**src/rtl/mem_port_arbiter.sv**
```systemverilog
// Shares one memory port between the fetch and data requesters, one transaction at a time,
// with round-robin tie breaking and an optional request/response timeout.
module mem_port_arbiter #(
    parameter int N       = 32,
    parameter int A       = 32,
    parameter int TIMEOUT = 64
) (
    input  logic         clk,
    input  logic         rst,
    input  logic         i_req,
    input  logic [A-1:0] i_addr,
    output logic         i_ack,
    output logic         i_rvalid,
    output logic [N-1:0] i_rdata,
    output logic         i_err,
    input  logic         d_req,
    input  logic         d_we,
    input  logic [A-1:0] d_addr,
    input  logic [N-1:0] d_wdata,
    output logic         d_ack,
    output logic         d_rvalid,
    output logic [N-1:0] d_rdata,
    output logic         d_err,
    output logic         proc_req,
    output logic         we,
    output logic [A-1:0] addr,
    output logic [N-1:0] wdata,
    input  logic         mem_rdy,
    input  logic         valid,
    input  logic [N-1:0] rdata
);

    localparam logic [1:0] IDLE = 2'd0;
    localparam logic [1:0] REQ  = 2'd1;
    localparam logic [1:0] WAIT = 2'd2;

    localparam logic OWN_I = 1'b0;
    localparam logic OWN_D = 1'b1;

    localparam int CW = (TIMEOUT > 0) ? $clog2(TIMEOUT + 1) : 1;
    localparam logic [CW-1:0] CNT_LAST = (TIMEOUT > 0) ? CW'(TIMEOUT - 1) : '0;
    localparam logic [CW-1:0] CNT_MAX  = '1;

    logic [1:0]    state;
    logic          owner;
    logic          last_gnt;
    logic          we_r;
    logic [A-1:0]  addr_r;
    logic [N-1:0]  wdata_r;
    logic [CW-1:0] cnt;

    logic grant_d;
    logic grant_any;
    logic timeout_hit;
    logic accept;
    logic done_rd;
    logic abort;

    // Outputs are qualified with rst so an abandoned transaction shows nothing during reset.
    always_comb begin
        grant_d     = d_req && (!i_req || (last_gnt == OWN_I));
        grant_any   = i_req || d_req;
        timeout_hit = (TIMEOUT != 0) && (cnt == CNT_LAST);
        accept      = rst && (state == REQ) && mem_rdy;
        done_rd     = rst && (state == WAIT) && valid;
        abort       = rst && timeout_hit &&
                      (((state == REQ) && !mem_rdy) || ((state == WAIT) && !valid));
    end

    always_comb begin
        proc_req = rst && (state == REQ);
        we       = proc_req ? we_r : 1'b0;
        addr     = proc_req ? addr_r : '0;
        wdata    = proc_req ? wdata_r : '0;
        i_ack    = accept && (owner == OWN_I);
        d_ack    = accept && (owner == OWN_D);
        i_rvalid = done_rd && (owner == OWN_I);
        d_rvalid = done_rd && (owner == OWN_D);
        i_rdata  = i_rvalid ? rdata : '0;
        d_rdata  = d_rvalid ? rdata : '0;
        i_err    = abort && (owner == OWN_I);
        d_err    = abort && (owner == OWN_D);
    end

    always_ff @(posedge clk) begin
        if (!rst) begin
            state    <= IDLE;
            owner    <= OWN_I;
            last_gnt <= OWN_I;
            we_r     <= 1'b0;
            addr_r   <= '0;
            wdata_r  <= '0;
            cnt      <= '0;
        end else begin
            case (state)
                IDLE: begin
                    if (grant_any) begin
                        state <= REQ;
                        cnt   <= '0;
                        if (grant_d) begin
                            owner   <= OWN_D;
                            addr_r  <= d_addr;
                            we_r    <= d_we;
                            wdata_r <= d_wdata;
                        end else begin
                            owner   <= OWN_I;
                            addr_r  <= i_addr;
                            we_r    <= 1'b0;
                            wdata_r <= '0;
                        end
                    end
                end
                REQ: begin
                    // Acceptance takes priority over a timeout expiring in the same cycle.
                    if (mem_rdy) begin
                        last_gnt <= owner;
                        cnt      <= '0;
                        state    <= we_r ? IDLE : WAIT;
                    end else if (abort) begin
                        state <= IDLE;
                    end else if (cnt != CNT_MAX) begin
                        cnt <= cnt + CW'(1);
                    end
                end
                WAIT: begin
                    if (valid || abort) begin
                        state <= IDLE;
                    end else if (cnt != CNT_MAX) begin
                        cnt <= cnt + CW'(1);
                    end
                end
                default: state <= IDLE;
            endcase
        end
    end

endmodule

```
**config.mk**
```make
export PLATFORM = sky130hd
export DESIGN_NAME = mem_port_arbiter
export DESIGN_NICKNAME = d
export VERILOG_FILES = /design/src/rtl/mem_port_arbiter.sv
export SDC_FILE = /design/constraint.sdc
export NUM_CORES = 1
export LEC_CHECK = 0
export CAP_MARGIN = 30
export CORE_MARGIN = 2
export CORE_UTILIZATION = 42
export DETAILED_ROUTE_END_ITERATION = 10
export GPL_ROUTABILITY_DRIVEN = 0
export PLACE_DENSITY = 0.95
export SLEW_MARGIN = 10
export SYNTH_ARGS = -nofsm -noshare
export SYNTH_HDL_FRONTEND = slang
export SYNTH_SLANG_ARGS = --single-unit
export TNS_END_PERCENT = 20
```
**constraint.sdc**
```tcl
create_clock -name clk -period 4.1 [get_ports clk]
set_input_delay 0.615 -clock clk [delete_from_list [all_inputs] [get_ports clk]]
set_output_delay 0.615 -clock clk [all_outputs]
set_load 0.02 [all_outputs]
```
# Yosys cells after proc, flatten, opt, wreduce, memory -nomap -nowiden
# Cells that the tools add are included.
classes:
  n_bitwise: 2
  n_reduce_logical: 28
  n_addsub: 1
  n_mux: 21
  n_eq_ne: 9
op_table:
  columns: ["operator", "n"]
  rows:
  - ["32-bit 2-to-1 mux", 6]
  - ["7-bit 2-to-1 mux", 5]
  - ["7-bit case mux with 3 select lines", 1]
  - ["1-bit logical AND", 15]
  - ["2-bit 2-to-1 mux", 5]
  - ["7-bit by 1-bit adder with 7-bit output (second input constant)", 1]
  - ["7-bit by 6-bit == test with 1-bit output (second input constant)", 1]
  - ["7-bit inequality test (second input constant)", 1]
  - ["3-bit inequality test (second input constant)", 2]
  - ["2-bit case mux with 3 select lines", 1]
  - ["1-bit logical OR", 4]
  - ["2-bit inequality test (second input constant)", 2]
  - ["2-bit AND reduction", 2]
  - ["4-bit AND reduction", 1]
  - ["1-bit zero test", 3]
  - ["1-bit 2-to-1 mux", 3]
  - ["3-bit AND reduction", 1]
  - ["3-bit nonzero test", 1]
  - ["2-bit by 1-bit == test with 1-bit output (second input constant)", 1]
  - ["2-bit == test (second input constant)", 1]
  - ["2-bit zero test", 1]
  - ["2-bit by 1-bit inequality test with 1-bit output (second input constant)", 1]
  - ["1-bit inverter", 2]
totals:
  out_inout_bits: 136
  regBits: 76
  in_bits: 135
  wordCells: 68

# Logic depth before layout (Yosys ltp)
# Gate-level depths: netlist of the first run.
logic_depth:
  ltp_word: 7
  depth_mapped: 7
  mapped_depth_nobuf: 6

# Worst setup path after synthesis of the first run
# OpenSTA, ideal clock, no wires.
synth_path:
  kind: "input to output"
  start: "in rst"
  end: "out d_err"
  t_arrival_ns: 1.653
  n_path_buf: 1
  required_ns: 3.485
  cell_stages: 4
  path_slack_ns: 1.832
  path_cell_list: "buf_2 nor2b_1 nand4_1 nor3b_1"
synth_via:
  elab_chain_len: 3
synth_rtl:
  columns: ["element", "line_no", "rtl"]
  rows:
  - ["from (decl)", "9", "input logic rst,"]
  - ["1-bit logical AND (2 in series)", "66", "abort = rst && timeout_hit &&"]
  - ["1-bit logical AND", "82", "d_err = abort && (owner == OWN_D);"]
  - ["to (decl)", "23", "output logic d_err,"]
# No other way between the ends.

# Worst setup path in the final report of the first run
layout_path:
  start: "reg state[1]"
  end: "out d_err"
layout_via:
  elab_chain_len: 5
  elab_cells_between_ends: 7
  cone_classes: "eq/ne (2); reduce/logical (5)"
layout_rtl:
  columns: ["element", "line_no", "rtl"]
  rows:
  - ["from (decl)", "44", "logic [1:0] state;"]
  - ["from (signal assigned)", "118", "state <= we_r ? IDLE : WAIT;"]
  - ["2-bit by 1-bit == test with 1-bit output or 2-bit == test (tied branches)", "67", "(((state == REQ) && !mem_rdy) || ((state == WAIT) && !valid));"]
  - ["1-bit logical AND", "67", null]
  - ["1-bit logical OR *", "67", null]
  - ["1-bit logical AND *", "66", null]
  - ["1-bit logical AND *", "82", null]
# Mark *: on every way between the ends. The rest lies on a longest branch, timed or not.

==> results of run 1 <==
## kinds of logic after synthesis
group                    count (synthesis)  synth area share, %
AO/OA/AOI/OAI                           98                21.17
adder cells (fa/ha/maj)                  5                1.350
AND/OR/NAND/NOR                        233                30.60
buffers and inverters                   55                6.913
flip-flops                              76                32.84
multiplexers                            33                7.129
## synth_stat cells (3+ instances only)
cell type,number
a21oi_1,6
a22oi_1,4
a22oi_2,30
a31oi_1,4
and2_1,66
and3_1,67
buf_12,4
buf_2,15
buf_6,3
clkbuf_1,26
dfxtp_1,76
ha_1,5
inv_1,5
mux2i_1,33
nand2_1,43
nand3_1,4
nor2_1,5
nor2b_1,6
nor2b_2,30
o211a_1,32
## per-layer routing
layer | vias to the layer above | GRT usage (%) | routed length, um
met5 | - | 0 | 0
met4 | 0 | 7.875 | 235
met3 | 21 | 5.678 | 1140
met2 | 186 | 45.79 | 7920
met1 | 2157 | 22.41 | 5032
li1 | 2243 | - | -
## state kept, by name, indices dropped and copies added, names as in the netlist
| signal | flops |
|---|---|
| addr_r | 32 |
| wdata_r | 32 |
| cnt | 7 |
| state | 2 |
| last_gnt | 1 |
| owner | 1 |
| we_r | 1 |
## worst reg2reg max path, stage by stage, from the launching register on
cell,delay (ns)
dfxtp_1,0.34
a21boi_4,0.59
buf_4,0.42
mux2i_1,0.26
nand2_1,0.08
o211a_1,0.16
## stage by stage
step / instance area [um2] / utilization, % / cells / hold slack, ns
global placement: 7297 / 67.61 / 867 / 0.4734
floorplan: 4633 / - / 500 / 0.4557
finish: 7547 / 69.93 / 883 / 0.4943
CTS: 7547 / 69.93 / 883 / 0.4996
global route: 7547 / 69.93 / 883 / 0.5149
detailed placement: 7297 / 67.61 / 867 / 0.4804
## area by class of cell
cell class,instances,share of cell area [%]
Clock buffer,12,2.056
Inverter,5,0.2487
Tap cell,140,2.321
Timing Repair Buffer,277,36.64
Sequential cell,76,20.16
Multi-Input combinational cell,369,37.32
Clock inverter,4,1.260
## final timing paths
path | start | depth (start not counted) | slack (ns) | end
min reg2reg | addr_r[12] | 1 | 0.49 | addr_r[12]
max reg2reg | last_gnt | 5 | 2.15 | addr_r[19]
min | addr_r[12] | 1 | 0.49 | addr_r[12]
max | state[1] | 6 | 0.83 | d_err
## power by group through the flow
stage	clock, mW	sequential, mW	combinational, mW
floorplan	0	0.866	0.404
detailed placement	0	0.880	0.633
global route	0.754	0.873	0.683
CTS	0.725	0.864	0.636
finish	0.712	0.864	0.632
global placement	0	0.874	0.608
==> results.ini, run 1 <==
[global_routing]
antenna_found_initial=0
grt_pass1_wl_um=21420
grtUsageTotal_pct=22.89
grt_max_degree=92
gr-total-overflow=0
grt_pass1_vias=4425

[timing]
rsz0062_at_grt=false
worstMarginPinSlew_ns=0.7202
finClkSkew_ns=0.007511
hold_violations=0
report.final.slew_viol_count=0
layout_setup_ws_ns=0.8290
max-slew-margin-rel_pct=51.86
post-route-min-period_ns=3.271
fin_crit_sh_pct=79.78
setup_viol=0
fmax_mhz=305.7
fin_setup_tns_ns=0

[cts]
holdBufCountCts=0
post-cts-setup-buffers=0
cts_resized=0
numCtsBuffers=9
clkTransAtPathRegs_ns=0.07
cts_max_level=3
ctsRootBufferMaster=clkbuf_8
clock_path_buffers=2
cts_tree=yes
insertion_delay_ns=0.34
clock_sinks=76

[power]
p_sw_mw=0.6362
p_sw_share_pct=28.82
seqPwrFrac_pct=39.1
p_comb_share_pct=28.6
peakVddDrop_uv=182.3
clock_power_share_pct=32.2
power_mw=2.208
p_int_mw=1.572
powerDensity_nw_per_um2=292.5
p_leak_nw=3.324

[floorplan]
rows=38
dieWidth_um=109.0
ios=271
dieArea_um2=11890
dieHeight_um=109.0
start_util_pct=42.93
core_um2=10790

[place]
post-place-ws_ns=0.9351
port_buffers=270
dpl.hpwl_um=10850

[yosys]
synth_cell_types=49
ys_ff_latch=76
async_flop_share_pct=0
netlist_area_um2=4633
synthFlopType=dfxtp_1
yosysWarningCount=0
ys_seq_area_share_pct=32.84
synth_edf_count=0
yosys-top-cells-area=dfxtp_1 33%, and3_1 9.0%, and2_1 8.9%
syn_nets=640
syn_avg_cell_area_um2=9.266
yosysTopAreaCell=dfxtp_1
synth_cells=500
synth_top_area_share_pct=32.84

[setup_path]
crit_buf_inv=2
cp_max_fo=27
critPathArrivalTime_ns=2.66
path_cells=inv_1 -> ha_2 -> and2b_4 -> a21o_1 -> nor3b_1 -> clkdlybuf4s50_1
end_kind=output pin
start_kind=flop
cp_top_family=buffers and inverters
crit_type=flop to output pin
required_ns=3.48
critPathSlowestCell=clkdlybuf4s50_1
cpPeakStageDelay_ns=0.67

[final_layout]
final_cell_mix=269 x clkdlybuf4s50_1, 76 x dfxtp_1, 67 x and3_1, 66 x and2_1, 43 x nand2_1
syn_to_final_growth_pct=62.89
drive_above_1_share_pct=12.65
regArea_um2=1521
antenna_cells=0
final_common_cell=clkdlybuf4s50_1
fillCellCount=796
multi_input_area_um2=2816
nets=878

[detailed_routing]
via_per_inst=5.217
first_iter_violations=227
vias=4607
drc_errors=0
wl_per_cell_um=16.23
ant_nets=0
drtPass1Iterations=4
routed_wl_um=14330

[flow_run]
max-cap-violations=0

[min_path]
hold_path.class=flop to flop

[run_status]
outcome=finished, final reports clean

No activity file was read; power rests on OpenSTA's default activity.
==> run 2: changes to the inputs <==
--- a/config.mk
+++ b/config.mk
@@ -7,10 +7,10 @@
 export LEC_CHECK = 0
 export CAP_MARGIN = 30
 export CORE_MARGIN = 2
-export CORE_UTILIZATION = 42
+export CORE_UTILIZATION = 39
 export DETAILED_ROUTE_END_ITERATION = 10
 export GPL_ROUTABILITY_DRIVEN = 0
-export PLACE_DENSITY = 0.95
+export PLACE_DENSITY = 0.92
 export SLEW_MARGIN = 10
 export SYNTH_ARGS = -nofsm -noshare
 export SYNTH_HDL_FRONTEND = slang
==> constraint.sdc (replaced) <==
create_clock -name clk -period 3.15 [get_ports clk]
set_input_delay 0.4725 -clock clk [delete_from_list [all_inputs] [get_ports clk]]
set_output_delay 0.4725 -clock clk [all_outputs]
set_load 0.02 [all_outputs]
==> run 2 against run 1 <==
Largest power group is now clock; highest routed layer unchanged; die area is 7.4% higher; worst setup slack worse by 0.52 ns; clock power is 67% higher; routed wire length grew 1.6%; first-iteration DRC count fell by 9.3%; utilization down 3.3 points; total power rose by 42%; critical endpoint is now i_rdata[9]; largest cell class unchanged; the run now ends with DRC left.
==> results.ini, run 2 (same netlist as run 1, synthesis figures left out) <==
[detailed_routing]
routed_wl_um=14550  ; +1.6%
vias=4662  ; +1.2%
first_iter_violations=206  ; -9.3%
drc_errors=20  ; +20
wl_per_cell_um=16.37  ; +0.87%
via_per_inst=5.244  ; +0.51%
drtPass1Iterations=8  ; +4
ant_nets=0  ; unchanged

[final_layout]
reg_top3=addr_r (32), wdata_r (32), cnt (7)
syn_to_final_growth_pct=65.49
final_common_cell=clkdlybuf4s50_1
nets=881  ; +0.34%
final_cell_mix=269 x clkdlybuf4s50_1, 76 x dfxtp_1, 67 x and3_1, 66 x and2_1, 43 x nand2_1
post-route-util_pct=66.58  ; -3.3 points
fin_area_um2=7667  ; +1.6%
fin_cells=889  ; +0.68%
antenna_cells=0  ; unchanged
drive_above_1_share_pct=13.14  ; +0.49 points

[floorplan]
dieWidth_um=113.0  ; +3.6%
rows=39  ; +2.6%
start_util_pct=40.23  ; -2.7 points
dieHeight_um=113.0  ; +3.6%
ios=271  ; unchanged
dieArea_um2=12770  ; +7.4%
core_um2=11520  ; +6.7%

[timing]
report.final.slew_viol_count=0  ; unchanged
fmax_mhz=351.5
setup_viol=0  ; unchanged
post-route-min-period_ns=2.845
rsz0062_at_grt=false
max-slew-margin-rel_pct=60.74  ; +8.9 points
worstMarginPinSlew_ns=0.5889  ; -0.1314 ns
finClkSkew_ns=0.007113  ; -0.0003973 ns
layout_setup_ws_ns=0.3048  ; -0.5242 ns
hold_violations=0  ; unchanged
hold_ws_ns=0.4904  ; -0.003832 ns
fin_crit_sh_pct=90.32
fin_setup_tns_ns=0  ; unchanged

[power]
powerDensity_nw_per_um2=409.4  ; +40%
p_leak_nw=3.377  ; +1.6%
power_mw=3.139  ; +42%
peakVddDrop_uv=280.4  ; +54%

[place]
dpl-instance-area_um2=7323  ; +0.36%
dpl.cell_count=873  ; +0.69%
dpl.hpwl_um=11310  ; +4.2%
port_buffers=270  ; unchanged
post-place-ws_ns=0.3257  ; -0.6094 ns

[cts]
clock_path_buffers=2  ; unchanged
cts_tree=yes
ctsRootBufferMaster=clkbuf_16
clkTransAtPathRegs_ns=0.06  ; about the same
clock_sinks=76  ; unchanged
holdBufCountCts=0  ; unchanged
numCtsBuffers=9  ; unchanged
cts_max_level=3  ; unchanged
insertion_delay_ns=0.33  ; about the same

[setup_path]
end_kind=output pin
crit_type=flop to output pin
worstSetupStartpoint=state[0]
rr_startpoint=state[1]
required_ns=2.68  ; -0.80 ns
cp_max_fo=33  ; +22%
start_kind=flop
rrSetupSlack_ns=1.13  ; -1.02 ns
critPathArrivalTime_ns=2.37  ; -0.29 ns

[min_path]
hold_path.class=flop to flop
min-delay-start=addr_r[0]

[flow_run]
max-cap-violations=0  ; unchanged

[global_routing]
grtUsageTotal_pct=22.40  ; -0.49 points
grt_pass1_wl_um=22940  ; +7.1%
gr-total-overflow=0  ; unchanged
antenna_found_initial=0  ; unchanged
grt_max_degree=65  ; -29%
grt_pass1_vias=4720  ; +6.7%

[run_status]
outcome=finished, violations left
failed_checks=DRC

-- run 2: layout make-up --
class                           count  area [um2]
Clock buffer                       10       229.0
Clock inverter                      6       112.6
Fill cell                         909        3849
Inverter                            5       18.77
Multi-Input combinational cell    369        2819
Sequential cell                    76        1521
Tap cell                          143       178.9
Timing Repair Buffer              280        2788
-- run 2: per-layer routing --
| layer | track usage [%] | up-vias | part of all wire, % |
|---|---|---|---|
| li1 | - | 2252 | - |
| met3 | 6.856 | 32 | 8.7 |
| met1 | 22.51 | 2169 | 35 |
| met5 | 0 | - | 0 |
| met4 | 8.699 | 0 | 3.2 |
| met2 | 42.97 | 209 | 53 |
-- run 2: what timing repair did --
action | in CTS | in global routing
resized for setup | 0 | 1
setup buffers | 0 | 0
setup endpoints to repair | 0 | 10
-- run 2: final timing paths --
check / depth (start not counted) / end
setup / recovery: 7 / i_rdata[9]
hold / removal: 1 / addr_r[0]
setup reg to reg: 6 / addr_r[5]
hold reg to reg: 1 / addr_r[0]
-- run 2: critical path: stages (launching register included) --
cell             delay [ns]
dfxtp_1                0.34
inv_1                  0.10
ha_2                   0.30
nand3_1                0.13
nor2_1                 0.11
buf_4                  0.26
and2_1                 0.18
clkdlybuf4s50_1        0.60
-- run 2: power breakdown --
| group | leakage (nW) | total, mW | switching, mW | internal [mW] |
|---|---|---|---|---|
| combinational | 2.58 | 0.823 | 0.409 | 0.414 |
| clock | 0.167 | 1.19 | 0.413 | 0.776 |
| sequential | 0.626 | 1.13 | 0.0592 | 1.07 |
| total | 3.38 | 3.14 | 0.882 | 2.26 |
==> run 3: changes to the inputs <==
--- a/config.mk
+++ b/config.mk
@@ -6,11 +6,11 @@
 export NUM_CORES = 1
 export LEC_CHECK = 0
 export CAP_MARGIN = 30
-export CORE_MARGIN = 2
-export CORE_UTILIZATION = 39
+export CORE_ASPECT_RATIO = 1.4
+export CORE_UTILIZATION = 35
 export DETAILED_ROUTE_END_ITERATION = 10
 export GPL_ROUTABILITY_DRIVEN = 0
-export PLACE_DENSITY = 0.92
+export PLACE_DENSITY = 0.87
 export SLEW_MARGIN = 10
 export SYNTH_ARGS = -nofsm -noshare
 export SYNTH_HDL_FRONTEND = slang
==> constraint.sdc (replaced) <==
create_clock -name clk -period 2.5 [get_ports clk]
set_input_delay 0.375 -clock clk [delete_from_list [all_inputs] [get_ports clk]]
set_output_delay 0.375 -clock clk [all_outputs]
set_load 0.02 [all_outputs]
==> run 3 against run 2 <==
The run now ends clean; combinational power grew 30%; utilization shrank 6.4 points; sequential cell count is the same; register-to-register slack lost 0.46 ns; non-clock buffer count grew 7; first-iteration DRC count shrank 32%; routed wire length shrank 5.9%; final area grew 1.1%; global-route usage shrank 2.5 points; largest cell class is now non-clock buffers; highest routed layer unchanged.
==> results.ini, run 3 (same netlist as run 1, synthesis figures left out) <==
[setup_path]
path_cells=inv_1 -> ha_2 -> buf_6 -> and3_1 -> clkdlybuf4s50_1
critPathArrivalTime_ns=2.06  ; -0.31 ns
crit_type=flop to output pin
end_kind=output pin
worstRegToRegCells=7  ; +1
rrSetupSlack_ns=0.67  ; -0.46 ns
cp_max_fo=30  ; -9.1%
cpPeakStageDelay_ns=0.61  ; about the same
r2r_end=cnt[3]
rr_startpoint=state[1]
required_ns=2.12  ; -0.56 ns
start_kind=flop
critPathSlowestCell=clkdlybuf4s50_1

[power]
p_comb_share_pct=29.1  ; +2.9 points
p_leak_nw=4.177  ; +24%
p_int_mw=2.591  ; +15%
p_sw_share_pct=29.58  ; +1.5 points
peakVddDrop_uv=366.5  ; +31%
clock_power_share_pct=32.5  ; -5.4 points
power_mw=3.680  ; +17%
seqPwrFrac_pct=38.4  ; +2.5 points
p_sw_mw=1.089  ; +23%
powerDensity_nw_per_um2=474.6  ; +16%

[detailed_routing]
ant_nets=0  ; unchanged
drtPass1Iterations=6  ; -2
routed_wl_um=13690  ; -5.9%
vias=4592  ; -1.5%
via_per_inst=5.068  ; -3.3%
first_iter_violations=140  ; -32%
wl_per_cell_um=15.11  ; -7.7%
drc_errors=0  ; -100%

[place]
dpl.hpwl_um=10290  ; -8.9%
port_buffers=270  ; unchanged

[timing]
hold_violations=0  ; unchanged
fin_crit_sh_pct=97.20
fmax_mhz=411.5
rsz0062_at_grt=true
report.final.slew_viol_count=0  ; unchanged
fin_setup_tns_ns=0  ; unchanged
worstMarginPinSlew_ns=0.5580  ; -0.03090 ns
finClkSkew_ns=0.008375  ; +0.001262 ns
setup_viol=0  ; unchanged
post-route-min-period_ns=2.430
hold_ws_ns=0.4883  ; -0.002120 ns
max-slew-margin-rel_pct=62.80  ; +2.1 points

[cts]
numCtsBuffers=9  ; unchanged
ctsRootBufferMaster=clkbuf_16
holdBufCountCts=0  ; unchanged
cts_tree=yes
clock_path_buffers=2  ; unchanged
cts_max_level=3  ; unchanged
clkTransAtPathRegs_ns=0.06  ; about the same
insertion_delay_ns=0.33  ; about the same
clock_sinks=76  ; unchanged

[run_status]
outcome=finished, final reports clean

[final_layout]
reg_top3=addr_r (32), wdata_r (32), cnt (7)
final_cell_mix=190 x clkdlybuf4s50_1, 76 x dfxtp_1, 67 x and3_1, 66 x and2_1, 50 x dlygate4sd2_1
nets=888  ; +0.79%
post-route-util_pct=60.22  ; -6.4 points
syn_to_final_growth_pct=67.35
antenna_cells=0  ; unchanged
final_common_cell=clkdlybuf4s50_1
drive_above_1_share_pct=14.08  ; +0.94 points

[min_path]
min-delay-start=addr_r[12]
hold_path.class=flop to flop
worstHoldPathCells=1  ; unchanged
hold_end=addr_r[12]

[floorplan]
start_util_pct=35.99  ; -4.2 points
dieWidth_um=99.24  ; -12%
dieHeight_um=138.1  ; +22%
core_um2=12870  ; +12%
ios=271  ; unchanged
dieArea_um2=13710  ; +7.4%
rows=49  ; +26%

[flow_run]
max-cap-violations=0  ; unchanged

[global_routing]
grt_pass1_vias=4411  ; -6.5%
gr-total-overflow=0  ; unchanged
antenna_found_initial=0  ; unchanged
grt_pass1_wl_um=21960  ; -4.2%
grtUsageTotal_pct=19.93  ; -2.5 points
grt_max_degree=83  ; +28%

## run 3: worst max-delay path by stage
stage | slack (ns) | from | to | cells after the start
4_1_cts | 0.0002 | state[1] | i_err | 6
2_1_floorplan | 0.51 | cnt[0] | d_err | 5
3_3_place_gp | 0.03 | valid | d_rdata[27] | 6
5_1_grt | -0.03 | state[1] | addr[11] | 5
6_report | 0.07 | state[1] | wdata[18] | 5
3_5_place_dp | 0.03 | valid | i_rdata[7] | 6
## run 3: critical path, delay by kind of cell (launching register included)
family / cells / cell delay (ns)
fa+ha+maj: 1 / 0.24
buf+inv: 3 / 0.92
flops: 1 / 0.34
simple gates: 1 / 0.21
## run 3: final cells by class
class	instances	area [um2]
multi-input cells	369	2819
clock buffers	10	239.0
repair buffers	287	2924
inverters	5	18.77
flip-flops and latches	76	1521
fillers	1104	5121
well taps	153	191.4
clock inverters	6	40.04
## run 3: per-layer routing
metal  track usage [%]  share of wire [%]  vias to the layer above
met4             9.365                3.4                        0
met5                 0                  0                        -
met2             37.17                 53                      175
li1                  -                  -                     2270
met1             20.19                 37                     2110
met3             5.308                6.9                       37
## run 3: power groups by stage
| stage | Sequential, mW | Clock (mW) | Combinational, mW |
|---|---|---|---|
| final | 1.41 | 1.20 | 1.07 |
| after global routing | 1.43 | 1.28 | 1.16 |
| after CTS | 1.41 | 1.24 | 1.08 |
| after detailed placement | 1.44 | 0 | 1.07 |
| after floorplan | 1.42 | 0 | 0.663 |
| after global placement | 1.43 | 0 | 1.06 |
## run 3: per-stage QoR
stage,area [um2],worst slack (ns),instances
after global routing,7754,-0.02913,906
after floorplan,4633,0.5079,500
after detailed placement,7451,0.02529,890
after global placement,7451,0.03317,890
after CTS,7675,0.0002300,906
final,7754,0.06994,906
## run 3: timing repair
item	in CTS	in global routing
gates resized for setup	52	31
setup buffers	0	0
cloned	0	0
endpoints found under the setup margin	87	54
